===== config.mk =====
export PLATFORM = sky130hd
export DESIGN_NAME = ni_csr_irq_ctrl
export DESIGN_NICKNAME = d
export VERILOG_FILES = /design/src/rtl/ni_csr_irq_ctrl.sv
export SDC_FILE = /design/constraint.sdc
export NUM_CORES = 1
export LEC_CHECK = 0
export BUFFER_PORTS_ARGS = -buffer_cell sky130_fd_sc_hd__buf_2
export CAP_MARGIN = 20
export CORE_MARGIN = 2
export CORE_UTILIZATION = 30
export CTS_BUF_LIST = sky130_fd_sc_hd__clkbuf_16
export CTS_CLUSTER_DIAMETER = 120
export DETAILED_ROUTE_END_ITERATION = 7
export SKIP_CTS_REPAIR_TIMING = 1
export SLEW_MARGIN = 20
export SYNTH_ARGS = -nofsm -noshare
export SYNTH_HDL_FRONTEND = slang
export SYNTH_SLANG_ARGS = --single-unit

===== constraint.sdc =====
create_clock -name clk_axi -period 2 [get_ports clk_axi]
set_input_delay 0.1 -clock clk_axi [delete_from_list [all_inputs] [get_ports clk_axi]]
set_output_delay 0.1 -clock clk_axi [all_outputs]
set_load 0.02 [all_outputs]

===== src/rtl/ni_csr_irq_ctrl.sv =====
// ni_csr_irq_ctrl
//   CSR block and interrupt controller for one network interface. A
//   single-outstanding request/response channel reaches the control
//   registers. Per-VC read-buffer conditions become edge-detected sticky
//   status bits, which are masked and coalesced into one interrupt line.
//
// Ports
//   clk_axi, arst_axi_n   : clock, asynchronous active-low reset
//   req_*                 : request channel (valid/ready, wr, byte address, wdata)
//   resp_*                : response channel (valid/ready, rdata, error)
//   empty_i, full_i       : per-VC read-buffer flags
//   ocup_i                : per-VC occupancy, OCUP_WIDTH bits per VC
//   pkt_size_i            : per-VC head packet size, PKT_WIDTH bits per VC
//   irq_vcs_o             : masked pending status per VC
//   irq_o                 : coalesced interrupt
module ni_csr_irq_ctrl #(
  parameter int          NUM_VC      = 4,
  parameter int          OCUP_WIDTH  = 16,
  parameter int          PKT_WIDTH   = 8,
  parameter int          TIMER_WIDTH = 16,
  parameter logic [15:0] ROUTER_X_ID = 16'd0,
  parameter logic [15:0] ROUTER_Y_ID = 16'd0,
  parameter logic [31:0] VERSION     = 32'h0002_0000
) (
  input  logic                           clk_axi,
  input  logic                           arst_axi_n,
  input  logic                           req_valid_i,
  output logic                           req_ready_o,
  input  logic                           req_wr_i,
  input  logic [15:0]                    req_addr_i,
  input  logic [31:0]                    req_wdata_i,
  output logic                           resp_valid_o,
  input  logic                           resp_ready_i,
  output logic [31:0]                    resp_rdata_o,
  output logic                           resp_error_o,
  input  logic [NUM_VC-1:0]              empty_i,
  input  logic [NUM_VC-1:0]              full_i,
  input  logic [NUM_VC*OCUP_WIDTH-1:0]   ocup_i,
  input  logic [NUM_VC*PKT_WIDTH-1:0]    pkt_size_i,
  output logic [NUM_VC-1:0]              irq_vcs_o,
  output logic                           irq_o
);

  typedef enum logic [1:0] {
    MODE_NOT_EMPTY = 2'd0,
    MODE_FULL      = 2'd1,
    MODE_THRESH    = 2'd2,
    MODE_RSVD      = 2'd3
  } irq_mode_e;

  localparam int IDX_W = (NUM_VC > 1) ? $clog2(NUM_VC) : 1;

  localparam logic [15:0] ADDR_VERSION = 16'h0000;
  localparam logic [15:0] ADDR_ROUTER  = 16'h0004;
  localparam logic [15:0] ADDR_STATUS  = 16'h0008;
  localparam logic [15:0] ADDR_MASK    = 16'h000C;
  localparam logic [15:0] ADDR_MODE    = 16'h0010;
  localparam logic [15:0] ADDR_TIMEOUT = 16'h0014;
  localparam logic [15:0] ADDR_RAW     = 16'h0018;
  localparam logic [15:0] THR_BASE     = 16'h0020;
  localparam logic [15:0] THR_END      = 16'(32 + 4 * NUM_VC);
  localparam logic [15:0] PKT_BASE     = 16'h0040;
  localparam logic [15:0] PKT_END      = 16'(64 + 4 * NUM_VC);

  // State
  logic                   resp_valid_q, resp_valid_d;
  logic [31:0]            resp_rdata_q, resp_rdata_d;
  logic                   resp_error_q, resp_error_d;
  logic [NUM_VC-1:0]      status_q, status_d;
  logic [NUM_VC-1:0]      raw_q, raw_d;
  logic [NUM_VC-1:0]      mask_q, mask_d;
  irq_mode_e              mode_q, mode_d;
  logic [TIMER_WIDTH-1:0] timeout_q, timeout_d;
  logic [TIMER_WIDTH-1:0] cnt_q, cnt_d;
  logic [OCUP_WIDTH-1:0]  thresh_q [NUM_VC];
  logic [OCUP_WIDTH-1:0]  thresh_d [NUM_VC];

  // Decode results
  logic [OCUP_WIDTH-1:0]  ocup_arr [NUM_VC];
  logic [PKT_WIDTH-1:0]   pkt_arr  [NUM_VC];
  logic [NUM_VC-1:0]      raw;
  logic [NUM_VC-1:0]      pending;
  logic [NUM_VC-1:0]      clr_bits;
  logic [IDX_W-1:0]       idx;
  logic                   accept, do_wr;
  logic                   mask_we, mode_we, timeout_we, thr_we;
  logic [31:0]            acc_rdata;
  logic                   acc_err;
  logic                   unused_wdata;

  // Upper write-data bits are architecturally ignored.
  assign unused_wdata = ^req_wdata_i;

  assign req_ready_o  = ~resp_valid_q | resp_ready_i;
  assign accept       = req_valid_i & req_ready_o;
  assign resp_valid_o = resp_valid_q;
  assign resp_rdata_o = resp_rdata_q;
  assign resp_error_o = resp_error_q;

  // Raw per-VC condition, selected by the current mode.
  always_comb begin
    for (int i = 0; i < NUM_VC; i++) begin
      ocup_arr[i] = ocup_i[i*OCUP_WIDTH +: OCUP_WIDTH];
      pkt_arr[i]  = pkt_size_i[i*PKT_WIDTH +: PKT_WIDTH];
      unique case (mode_q)
        MODE_FULL:   raw[i] = full_i[i];
        MODE_THRESH: raw[i] = (ocup_arr[i] >= thresh_q[i]);
        default:     raw[i] = ~empty_i[i];
      endcase
    end
  end

  assign pending   = status_q & mask_q;
  assign irq_vcs_o = pending;
  // With a zero timeout the interrupt follows pending directly; otherwise it
  // waits until pending has been continuously non-zero for timeout cycles.
  assign irq_o = (|pending) & ((timeout_q == '0) | (cnt_q >= timeout_q));

  // Address decode. Read data is taken from current (pre-write) state.
  always_comb begin
    // NOTE: every output of this block gets a default first so no path can
    // leave a value unassigned and infer a latch.
    acc_rdata  = '0;
    acc_err    = 1'b0;
    clr_bits   = '0;
    mask_we    = 1'b0;
    mode_we    = 1'b0;
    timeout_we = 1'b0;
    thr_we     = 1'b0;
    // Both per-VC windows start on 32-byte boundaries, so the VC index sits
    // directly in the word-address bits.
    idx        = req_addr_i[2 +: IDX_W];
    if (req_addr_i[1:0] != 2'b00) begin
      acc_err = 1'b1;
    end else if (req_addr_i >= THR_BASE && req_addr_i < THR_END) begin
      if (req_wr_i) thr_we = 1'b1;
      else          acc_rdata = 32'(thresh_q[idx]);
    end else if (req_addr_i >= PKT_BASE && req_addr_i < PKT_END) begin
      if (req_wr_i) acc_err = 1'b1;
      else          acc_rdata = 32'(pkt_arr[idx]);
    end else begin
      unique case (req_addr_i)
        ADDR_VERSION: if (req_wr_i) acc_err = 1'b1; else acc_rdata = VERSION;
        ADDR_ROUTER:  if (req_wr_i) acc_err = 1'b1; else acc_rdata = {ROUTER_Y_ID, ROUTER_X_ID};
        ADDR_STATUS:  if (req_wr_i) clr_bits = req_wdata_i[NUM_VC-1:0];
                      else acc_rdata = 32'(status_q);
        ADDR_MASK:    if (req_wr_i) mask_we = 1'b1; else acc_rdata = 32'(mask_q);
        ADDR_MODE: begin
          if (req_wr_i) begin
            if (req_wdata_i[1:0] == 2'b11) acc_err = 1'b1;
            else                           mode_we = 1'b1;
          end else begin
            acc_rdata = 32'(mode_q);
          end
        end
        ADDR_TIMEOUT: if (req_wr_i) timeout_we = 1'b1; else acc_rdata = 32'(timeout_q);
        ADDR_RAW:     if (req_wr_i) acc_err = 1'b1; else acc_rdata = 32'(raw);
        default:      acc_err = 1'b1;
      endcase
    end
  end

  assign do_wr = accept & req_wr_i & ~acc_err;

  // Next-state logic.
  always_comb begin
    resp_valid_d = resp_valid_q;
    resp_rdata_d = resp_rdata_q;
    resp_error_d = resp_error_q;
    if (accept) begin
      resp_valid_d = 1'b1;
      resp_rdata_d = acc_rdata;
      resp_error_d = acc_err;
    end else if (resp_ready_i) begin
      resp_valid_d = 1'b0;
    end

    raw_d = raw;
    // Clear is applied before the set term, so a same-cycle rising edge wins.
    status_d  = (status_q & ~(do_wr ? clr_bits : '0)) | (raw & ~raw_q);
    mask_d    = (do_wr & mask_we) ? req_wdata_i[NUM_VC-1:0] : mask_q;
    mode_d    = (do_wr & mode_we) ? irq_mode_e'(req_wdata_i[1:0]) : mode_q;
    timeout_d = (do_wr & timeout_we) ? req_wdata_i[TIMER_WIDTH-1:0] : timeout_q;

    thresh_d = thresh_q;
    if (do_wr & thr_we) thresh_d[idx] = req_wdata_i[OCUP_WIDTH-1:0];

    if (|pending) cnt_d = (cnt_q == '1) ? cnt_q : cnt_q + 1'b1;
    else          cnt_d = '0;
  end

  always_ff @(posedge clk_axi or negedge arst_axi_n) begin
    // NOTE: non-blocking assignments here so every flop samples the values
    // from before this edge, independent of statement order.
    if (!arst_axi_n) begin
      resp_valid_q <= 1'b0;
      resp_rdata_q <= '0;
      resp_error_q <= 1'b0;
      status_q     <= '0;
      raw_q        <= '0;
      mask_q       <= '1;
      mode_q       <= MODE_NOT_EMPTY;
      timeout_q    <= '0;
      cnt_q        <= '0;
      // NOTE: the threshold array is a handful of software-visible registers
      // with a defined reset value, so it is reset like any flop (it is not a
      // RAM and must not be mapped to one).
      for (int i = 0; i < NUM_VC; i++) thresh_q[i] <= '1;
    end else begin
      resp_valid_q <= resp_valid_d;
      resp_rdata_q <= resp_rdata_d;
      resp_error_q <= resp_error_d;
      status_q     <= status_d;
      raw_q        <= raw_d;
      mask_q       <= mask_d;
      mode_q       <= mode_d;
      timeout_q    <= timeout_d;
      cnt_q        <= cnt_d;
      for (int i = 0; i < NUM_VC; i++) thresh_q[i] <= thresh_d[i];
    end
  end

endmodule


Word level (Yosys, flattened, before mapping):

Index checks and enable logic that the tools add are counted.

* reductions and logical operators: 10
* multipliers: 0
* $lt $le $gt $ge: 11
* divide/modulo/power cells: 0
* add/sub/neg operators: 1
* muxes and demuxes: 58
* shift operators: 0
* equal/unequal tests: 11
* bitwise gates (word level): 23

Operators with widths (count)
* $mux W16: 7
* $pmux W18 S6: 1
* $mux W32: 3
* $ge A16 B16 Y1: 5
* $bwmux W64: 1
* $eq A16 B5 Y1 const B: 3
* $mux W4: 9
* $bmux W16 S2: 1
* $demux W16 S2: 1
* $eq A16 B4 Y1 const B: 2
* $logic_not A16 Y1: 2
* $mux W1: 24
* $mux W8: 3
* $mux W18: 1
* $add A16 B1 Y16 const B: 1
* $bmux W8 S2: 1
* $eq A16 B16 Y1 const B: 1
* $eq A16 B3 Y1 const B: 1
* $ge A16 B6 Y1 const B: 1
* $ge A16 B7 Y1 const B: 1
* $lt A16 B6 Y1 const B: 1
* $lt A16 B7 Y1 const B: 1
* $and A4 B4 Y4: 3
* $and A1 B1 Y1: 8
* 17 further kinds: 32

* memories kept: 0
* latch bits: 0
* bits in read-only memories: 0
* RAM bits: 0
* output and inout port bits: 40
* register bits: 144

Depth between registers and ports, before layout:

Gate-level depths: netlist (run 1).

* word-level depth: 13
* gate-level depth with buffers: 9

Worst setup path after synthesis (run 1):

No wires, ideal clock.

* path type: register to register
* from: reg resp_valid_q (netlist: resp_valid_o)
* to: reg resp_rdata_q[0] (netlist: resp_rdata_o[0])
* stages on the path, launching flop included: 9
* path buffers: 2
* slack: -0.211 ns
* setup time: 0.087 ns
* arrival time: 2.124 ns
* period minus slack after synthesis: 2.211 ns
* cells stage by stage: dfrtp_1 > nand2b_1 > clkbuf_1 > and3_1 > nand2b_1 > clkbuf_1 > nor4_1 > nand2_1 > o211ai_1

* cells in the longest elaborated chain, start to end: 3

Ends and longest elaborated chain
* from (decl): line 66 `logic resp_valid_q, resp_valid_d;`
* from (signal assigned): line 210 `resp_valid_q <= resp_valid_d;`
* $not A1 Y1: line 94 `assign req_ready_o = ~resp_valid_q | resp_ready_i;`
* $or A1 B1 Y1: line 94
* named net req_ready_o: line 28 `output logic req_ready_o,`
* $and A1 B1 Y1: line 95 `assign accept = req_valid_i & req_ready_o;`
* to (signal assigned): line 211 `resp_rdata_q <= resp_rdata_d;`
* to (decl): line 67 `logic [31:0] resp_rdata_q, resp_rdata_d;`

The timed path passes the listed nets, and every way through them passes these cells.
A chain may end at the register's enable or synchronous reset.

Worst setup path after layout (run 1):

* from: reg timeout_q[14]
* to: out irq_o

* cells in the longest elaborated chain, start to end: 3

Ends and longest elaborated chain
* from (decl): line 73 `logic [TIMER_WIDTH-1:0] timeout_q, timeout_d;`
* from (signal assigned): line 217 `timeout_q <= timeout_d;`
* $ge A16 B16 Y1 / $logic_not A16 Y1 (equally long branches): line 117 `assign irq_o = (|pending) & ((timeout_q == '0) | (cnt_q >= timeout_q));`
* $or A1 B1 Y1 (*): line 117
* $and A1 B1 Y1 (*): line 117
* to (decl): line 41 `output logic irq_o`

Mark *: on every way between the ends. The rest lies on a longest branch, timed or not.

==> flow_summary.ini, run 1 <==
[yosys]
yosys-top-cells-area = dfstp_2 21%, dfrtp_1 18%, ha_1 12%
synth_common_cells = 117 x nand2_1, 94 x inv_1, 87 x o21ai_0
synth_cell_type_count = 70
synth_top_cell_area_share = 0.212
ys_ff_latch = 129
synth_edf_count = 0
async_flop_share = 1.00
synth_most_common_cell = nand2_1
yosysSeqAreaShare = 0.392
syn_area_um2 = 8450
syn_area_per_cell_um2 = 9.53
syn_inst = 886
synth_warnings = 0
synth_area_leader_cell = dfstp_2
ys.flop_type = dfstp_2

[hold_path]
hold_path_class = input port to flop

[routing]
antenna_left = 0
first_iter_violations = 475
first_pass_iters = 6
post-route-drc-count = 0
wirelength_um = 28800
wl_per_cell_um = 18.7
via_count = 7658
drt-vias-per-instance = 4.97

[layout]
antenna_cells = 0
drive_above_1_share = 0.423
fin_area_um2 = 11600
final_nets = 1390
syn_to_final_growth_pct = 37.6

[timing]
slew-limit-headroom = 0.638
max_freq_mhz = 446
rsz0062_at_grt = yes
timing_hold_violations_final = 0
worst_slack_ns = -0.242
fin_worst_skew_ns = 0.0118
worstMarginPinSlew_ns = 0.543
setup_viol = 10
final.min_clock_period_ns = 2.24
timing.final.crit_share = 1.12
finalMaxSlewViolations = 0

[grt]
grt_pass1_vias = 7484
antenna_found_initial = 0
grt_usage = 0.195
overflow = 0
grt_max_degree = 39
grt_pass1_wl_um = 42900

[critical_path]
max_stage_delay_ns = 0.40
slowest_stage = dfrtp_1
cp-start-kind = flop
critical_path_class = flop to primary output
crit_chain = inv_1 -> ha_1 -> nor2b_1 -> o21ai_1 -> nand2_1 -> nor3_2 -> a211oi_2 -> buf_4 -> buf_6
crit_family = simple AND/OR/NAND/NOR gates
critPathBufInv = 3
worstPathMaxFanout = 4
cp-end-kind = primary output
cp.arrival_ns = 2.14
worstPathRequired_ns = 1.90

[clock_network]
cts_buffers = 17
ctsRootBufferMaster = clkbuf_16
htree_levels = 4
clk_path_buf_depth = 2
clk_latency_ns = 0.43
cts.clk_slew.worst_paths_ns = 0.06
clkSinkCount = 129
cts_tree = yes

[die]
num_rows = 61
fp.dieH_um = 172
die-width_um = 172
core_um2 = 27800
die_area_um2 = 29500
io_pins = 197
initial_core_util = 0.304

[run_status]
status = finished, violations left
violations = setup timing

[power]
powerDensity_nw_per_um2 = 559
peakVddDrop_mv = 0.623
p_leak_nw = 5.52
p_total_mw = 6.50

[flow_run]
maxCapViolCount = 0

[placed_design]
portBuffers = 165
place.detailed.hpwl_um = 22500
routabilityCongestion = 0.864
dpl_worst_slack_ns = -0.410
dpl_cell_area_um2 = 10300
stage by stage:
step                hold WS, ns  setup TNS (ns)   util  std cells
global route             0.0957           -2.28  0.418       1541
CTS                      -0.338           -3.87  0.394       1511
finish                   0.0922           -1.30  0.418       1541
detailed placement        0.112           -3.44  0.372       1479
global placement          0.110           -2.71  0.372       1479
floorplan                -0.196         -0.0307      -        900
power breakdown:
part           switching [mW]  leakage, nW  internal [mW]
Combinational           0.372         3.70          0.277
Sequential            0.00219         1.52           2.62
Clock                    1.24        0.299           1.98
Total                    1.62         5.52           4.88
sequential cells by signal (all words and copies together), names as in the netlist:
register and cells:
resp_rdata_o 17, mask_q 4, cnt_q 16, raw_q 4, mode_q 2, thresh_q 64, resp_valid_o 1, timeout_q 16
resp_error_o 1, status_q 4
cell usage in the layout (no fill, tap or decap), types with 18 or more instances in the layout:
cell type  count
clkbuf_16     19
dfrtp_1       58
buf_4         92
a21oi_1       30
ha_1          64
ha_4          18
nand3_1       23
buf_2        163
dfstp_2       68
inv_1         80
mux4_2        24
o21ai_0       78
nand2_1      115
nor2_1        44
final cells by class:
| type | count | area [µm²] |
|---|---|---|
| clock buffers | 19 | 475 |
| clock inverters | 13 | 130 |
| fillers | 2753 | 16200 |
| inverters | 94 | 353 |
| multi-input cells | 629 | 5050 |
| flip-flops and latches | 129 | 3320 |
| well taps | 378 | 473 |
| repair buffers | 279 | 1820 |
tightest hold or removal path, cell delays in order:
cell	delay [ns]
buf_2	0.11
buf_4	0.17
nand2_1	0.06
o21ai_0	0.07
per-layer routing:
| metal | wire (µm) | track usage | up-vias |
|---|---|---|---|
| li1 | - | - | 3649 |
| met1 | 13000 | 0.265 | 3716 |
| met2 | 13600 | 0.321 | 253 |
| met3 | 1470 | 0.0341 | 40 |
| met4 | 688 | 0.0522 | 0 |
| met5 | 0 | 0 | - |
path summary, 6_finish.rpt:
check,slack (ns),from,cells past startpoint,end
max in group asynchronous,1.08,arst_axi_n,3,cnt_q[11]
hold reg to reg,0.43,raw_q[1],1,status_q[1]
setup reg to reg,-0.20,thresh_q[41],8,status_q[1]
min in group asynchronous,0.21,arst_axi_n,2,resp_valid_o
setup / recovery,-0.24,timeout_q[14],9,irq_o
hold / removal,0.09,req_wdata_i[1],4,thresh_q[33]
logic make-up after synthesis:
logic type | share of synthesized area
buffers and inverters | 0.0720
and+or+nand+nor | 0.161
xor gates and xnor gates | 0.0124
muxes | 0.103
other | 0.000444
DFF | 0.392
adders and majority gates | 0.123
AOI/OAI and AO/OA | 0.136
(Power assumes the default switching activity.)
==> inputs of run 2 (changes only) <==
Settings changed: REMOVE_ABC_BUFFERS from default to 1.
==> flow_summary.ini, run 2 (synthesis gave the netlist of run 1 again) <==
[layout]
largest_register_ffs = 64
antenna_cells = 0
layout_commonest_cell = buf_2
syn_to_final_growth_pct = 39.4
final_nets = 1396
drive_above_1_share = 0.438
final_cells = 1547
top_register = thresh_q
layout_common_cells = 163 x buf_2, 115 x nand2_1, 99 x buf_4

[critical_path]
slowest_stage = dfrtp_2
cp-start-kind = flop
crit_chain = inv_1 -> ha_1 -> o21ai_1 -> a21oi_2 -> o31ai_1 -> nand2_1 -> nor3_2 -> a211oi_2 -> buf_4 -> buf_6
cp.depth = 10
r2r_cells = 8
cp.arrival_ns = 2.14
crit_family = compound AO/OA/AOI/OAI gates
cp-end-kind = primary output
critPathBufInv = 3
critical_path_class = flop to primary output
worstPathRequired_ns = 1.90
worstPathMaxFanout = 4
max_stage_delay_ns = 0.42

[run_status]
status = finished, violations left
violations = hold timing, setup timing

[placed_design]
routabilityCongestion = 0.882
dp_cells = 1487
portBuffers = 165
place.detailed.hpwl_um = 22800

[timing]
fin_worst_skew_ns = 0.00994
worstMarginPinSlew_ns = 0.592
holdWs_ns = -0.00964
timing_hold_violations_final = 4
worst_slack_ns = -0.244
slew-limit-headroom = 0.603
final.min_clock_period_ns = 2.24
rsz0062_at_grt = yes
finalMaxSlewViolations = 0
max_freq_mhz = 446
setup_viol = 8
timing.final.crit_share = 1.12

[power]
p_leak_nw = 5.57
peakVddDrop_mv = 0.440
p_total_mw = 6.51
powerDensity_nw_per_um2 = 553

[flow_run]
maxCapViolCount = 0

[routing]
first_iter_violations = 503
antenna_left = 0
wl_per_cell_um = 19.0
wirelength_um = 29400
via_count = 7714
post-route-drc-count = 0
first_pass_iters = 7
drt-vias-per-instance = 4.99

[grt]
overflow = 0
grt_usage = 0.199
grt_pass1_wl_um = 43200
grt_pass1_vias = 7692
grt_max_degree = 38
antenna_found_initial = 1

[clock_network]
cts_buffers = 17
cts.clk_slew.worst_paths_ns = 0.06
clk_latency_ns = 0.43
cts_tree = yes
ctsRootBufferMaster = clkbuf_16
clkSinkCount = 129
htree_levels = 4
clk_path_buf_depth = 2

[die]
fp.dieH_um = 172
initial_core_util = 0.304
die-width_um = 172
num_rows = 61
core_um2 = 27800
io_pins = 197
die_area_um2 = 29500

[hold_path]
whs_path_depth = 3
hold_path_class = input port to flop
## run 2: changes by cell type in the layout (fill, tap and decap cells not counted), sizes merged
| cell | delta |
|---|---|
| clkbuf | -2 |
| dlygate4sd3 | -1 |
| clkinv | +2 |
| inv | -1 |
| buf | +7 |
| bufinv | +1 |
## run 2: layer usage
| layer | part of all wire | wire length [µm] | global-route usage | vias up |
|---|---|---|---|---|
| met3 | 0.048 | 1400 | 0.0384 | 41 |
| met4 | 0.023 | 683 | 0.0617 | 2 |
| li1 | - | - | - | 3662 |
| met1 | 0.43 | 12600 | 0.255 | 3793 |
| met5 | 0.00044 | 13 | 0 | - |
| met2 | 0.50 | 14600 | 0.338 | 216 |
## run 2: metrics by stage
stage | cell area, µm² | utilization | setup TNS, ns | worst slack, ns
finish | 11800 | 0.424 | -1.03 | -0.244
global route | 11800 | 0.424 | -2.14 | -0.325
CTS | 10900 | 0.393 | -4.67 | -0.542
detailed placement | 10300 | 0.372 | -7.43 | -0.561
global placement | 10300 | 0.372 | -6.35 | -0.445
floorplan | 8240 | - | -16.98 | -0.496
## run 2: cell type report
| type | instances | area [µm²] |
|---|---|---|
| Fill cell | 2736 | 16000 |
| Multi-Input combinational cell | 629 | 5170 |
| Sequential cell | 129 | 3320 |
| Timing Repair Buffer | 285 | 1860 |
| Tap cell | 378 | 473 |
| Clock buffer | 17 | 425 |
| Inverter | 94 | 353 |
| Clock inverter | 15 | 169 |
## run 2: report_power, final
group	internal, mW	total, mW	switching (mW)
clock	1.95	3.20	1.25
sequential	2.62	2.63	0.00251
combinational	0.297	0.682	0.386
total	4.87	6.51	1.64
## run 2: final timing paths
| check | start | slack (ns) | endpoint |
|---|---|---|---|
| setup reg to reg | thresh_q[47] | -0.19 | resp_rdata_o[1] |
| min in group asynchronous | arst_axi_n | 0.17 | resp_valid_o |
| max in group asynchronous | arst_axi_n | 1.18 | thresh_q[41] |
| hold / removal | req_wdata_i[8] | -0.01 | thresh_q[8] |
| hold reg to reg | raw_q[0] | 0.44 | status_q[0] |
| setup / recovery | timeout_q[6] | -0.24 | irq_o |
## run 2: tightest hold or removal path: stages
cell and delay [ns]:
buf_2 0.16, nand2_1 0.06, o21ai_0 0.08
==> inputs of run 3 (changes only) <==
Clock period 2 ns to 2.1 ns, I/O delays scaled along.
==> flow_summary.ini, run 3 (synthesis gave the netlist of run 1 again) <==
[run_status]
status = finished, violations left
violations = hold timing, setup timing

[power]
peakVddDrop_mv = 0.531
p_leak_nw = 5.45
powerDensity_nw_per_um2 = 527

[routing]
first_iter_violations = 402
post-route-drc-count = 0
drt-vias-per-instance = 4.98
first_pass_iters = 5
antenna_left = 0
wirelength_um = 28800
wl_per_cell_um = 18.9
via_count = 7589

[grt]
antenna_found_initial = 1
grt_max_degree = 45
grt_pass1_vias = 7509
grt_usage = 0.195
grt_pass1_wl_um = 42800
overflow = 0

[timing]
holdWs_ns = -0.00572
timing_hold_violations_final = 2
finalSetupTns_ns = -0.327
final.min_clock_period_ns = 2.21
worst_slack_ns = -0.106
max_freq_mhz = 453
rsz0062_at_grt = yes
fin_worst_skew_ns = 0.00979
slew-limit-headroom = 0.544
worstMarginPinSlew_ns = 0.685
finalMaxSlewViolations = 0
timing.final.crit_share = 1.05
setup_viol = 4

[placed_design]
portBuffers = 165
place.detailed.hpwl_um = 22800
routabilityCongestion = 0.889
dp_cells = 1474
dpl_cell_area_um2 = 10200
dpl_worst_slack_ns = -0.422

[layout]
drive_above_1_share = 0.430
antenna_cells = 0
top_register = thresh_q
layout_common_cells = 163 x buf_2, 117 x nand2_1, 82 x inv_1
largest_register_ffs = 64
syn_to_final_growth_pct = 36.0
fin_util = 0.413
layout_commonest_cell = buf_2
fin_area_um2 = 11500
final_nets = 1373
fillCellCount = 2754
final_cells = 1524

[die]
initial_core_util = 0.304
fp.dieH_um = 172
core_um2 = 27800
die_area_um2 = 29500
io_pins = 197
num_rows = 61
die-width_um = 172

[critical_path]
cp.arrival_ns = 2.56
critPathBufInv = 1
cp.depth = 8
critical_path_class = flop to flop
worstPathRequired_ns = 2.45
r2r_start = thresh_q[43]
r2r_slack_ns = -0.11
slowest_stage = dfstp_2
worstPathMaxFanout = 3
r2r-end = status_q[1]
cp-end-kind = flop
crit_chain = inv_1 -> ha_4 -> nand4_1 -> or3_1 -> or4_4 -> nand4b_1 -> a21oi_2 -> o2bb2ai_1
max_stage_delay_ns = 0.53
r2r_cells = 8
cp-start-kind = flop
crit_family = simple AND/OR/NAND/NOR gates

[clock_network]
cts.clk_slew.worst_paths_ns = 0.06
clkSinkCount = 129
cts_tree = yes
cts_buffers = 17
clk_path_buf_depth = 2
ctsRootBufferMaster = clkbuf_16
clk_latency_ns = 0.42
htree_levels = 4

[hold_path]
whs_path_depth = 3
holdPathEnd = thresh_q[2]
hold_start = req_wdata_i[2]
hold_path_class = input port to flop

[flow_run]
maxCapViolCount = 0
-- run 3: changes by cell type in the layout (fill, tap and decap cells not counted), sizes merged --
cell         previous run  this run
clkinv                  7         6
clkbuf                 17        18
dlygate4sd3            15        12
bufinv                  3         1
inv                    97        99
buf                   270       250
-- run 3: area by class of cell --
type	instances	area, µm²	share of cell area
Clock buffer	18	450	0.0392
Clock inverter	14	131	0.0114
Inverter	94	353	0.0307
Multi-Input combinational cell	629	5090	0.444
Sequential cell	129	3320	0.289
Tap cell	378	473	0.0412
Timing Repair Buffer	262	1660	0.145
-- run 3: where the power goes --
group / switching, mW / internal, mW
clock network: 1.21 / 1.71
registers: 0.00182 / 2.50
logic: 0.362 / 0.267
total: 1.57 / 4.48
-- run 3: worst reg2reg max path: stages, from the launching register on --
cell and delay (ns):
dfstp_2 0.53, inv_1 0.07, ha_4 0.27, nand4_1 0.11, or3_1 0.40, or4_4 0.42
nand4b_1 0.13, a21oi_2 0.08, o2bb2ai_1 0.12
-- run 3: layer usage --
metal	track usage	share of wire	vias up	wire [µm]
met2	0.336	0.50	215	14300
met1	0.248	0.43	3720	12500
met3	0.0341	0.047	38	1340
met4	0.0625	0.021	2	594
li1	-	-	3614	-
met5	0	0.00035	-	10
-- run 3: how the worst max path moves through the flow --
stage / end / from
6_report: status_q[1] / thresh_q[43]
5_1_grt: status_q[1] / thresh_q[44]
4_1_cts: resp_rdata_o[0] / thresh_q[59]
3_5_place_dp: resp_rdata_o[0] / thresh_q[59]
3_3_place_gp: resp_rdata_o[0] / thresh_q[59]
2_1_floorplan: thresh_q[32] / resp_valid_o
-- run 3: stage by stage --
step                power [mW]  hold WS, ns
floorplan                 2.71       -0.191
global placement          3.11        0.189
detailed placement        3.11        0.179
CTS                       6.04       -0.272
global route              6.24       0.0163
finish                    6.05     -0.00572
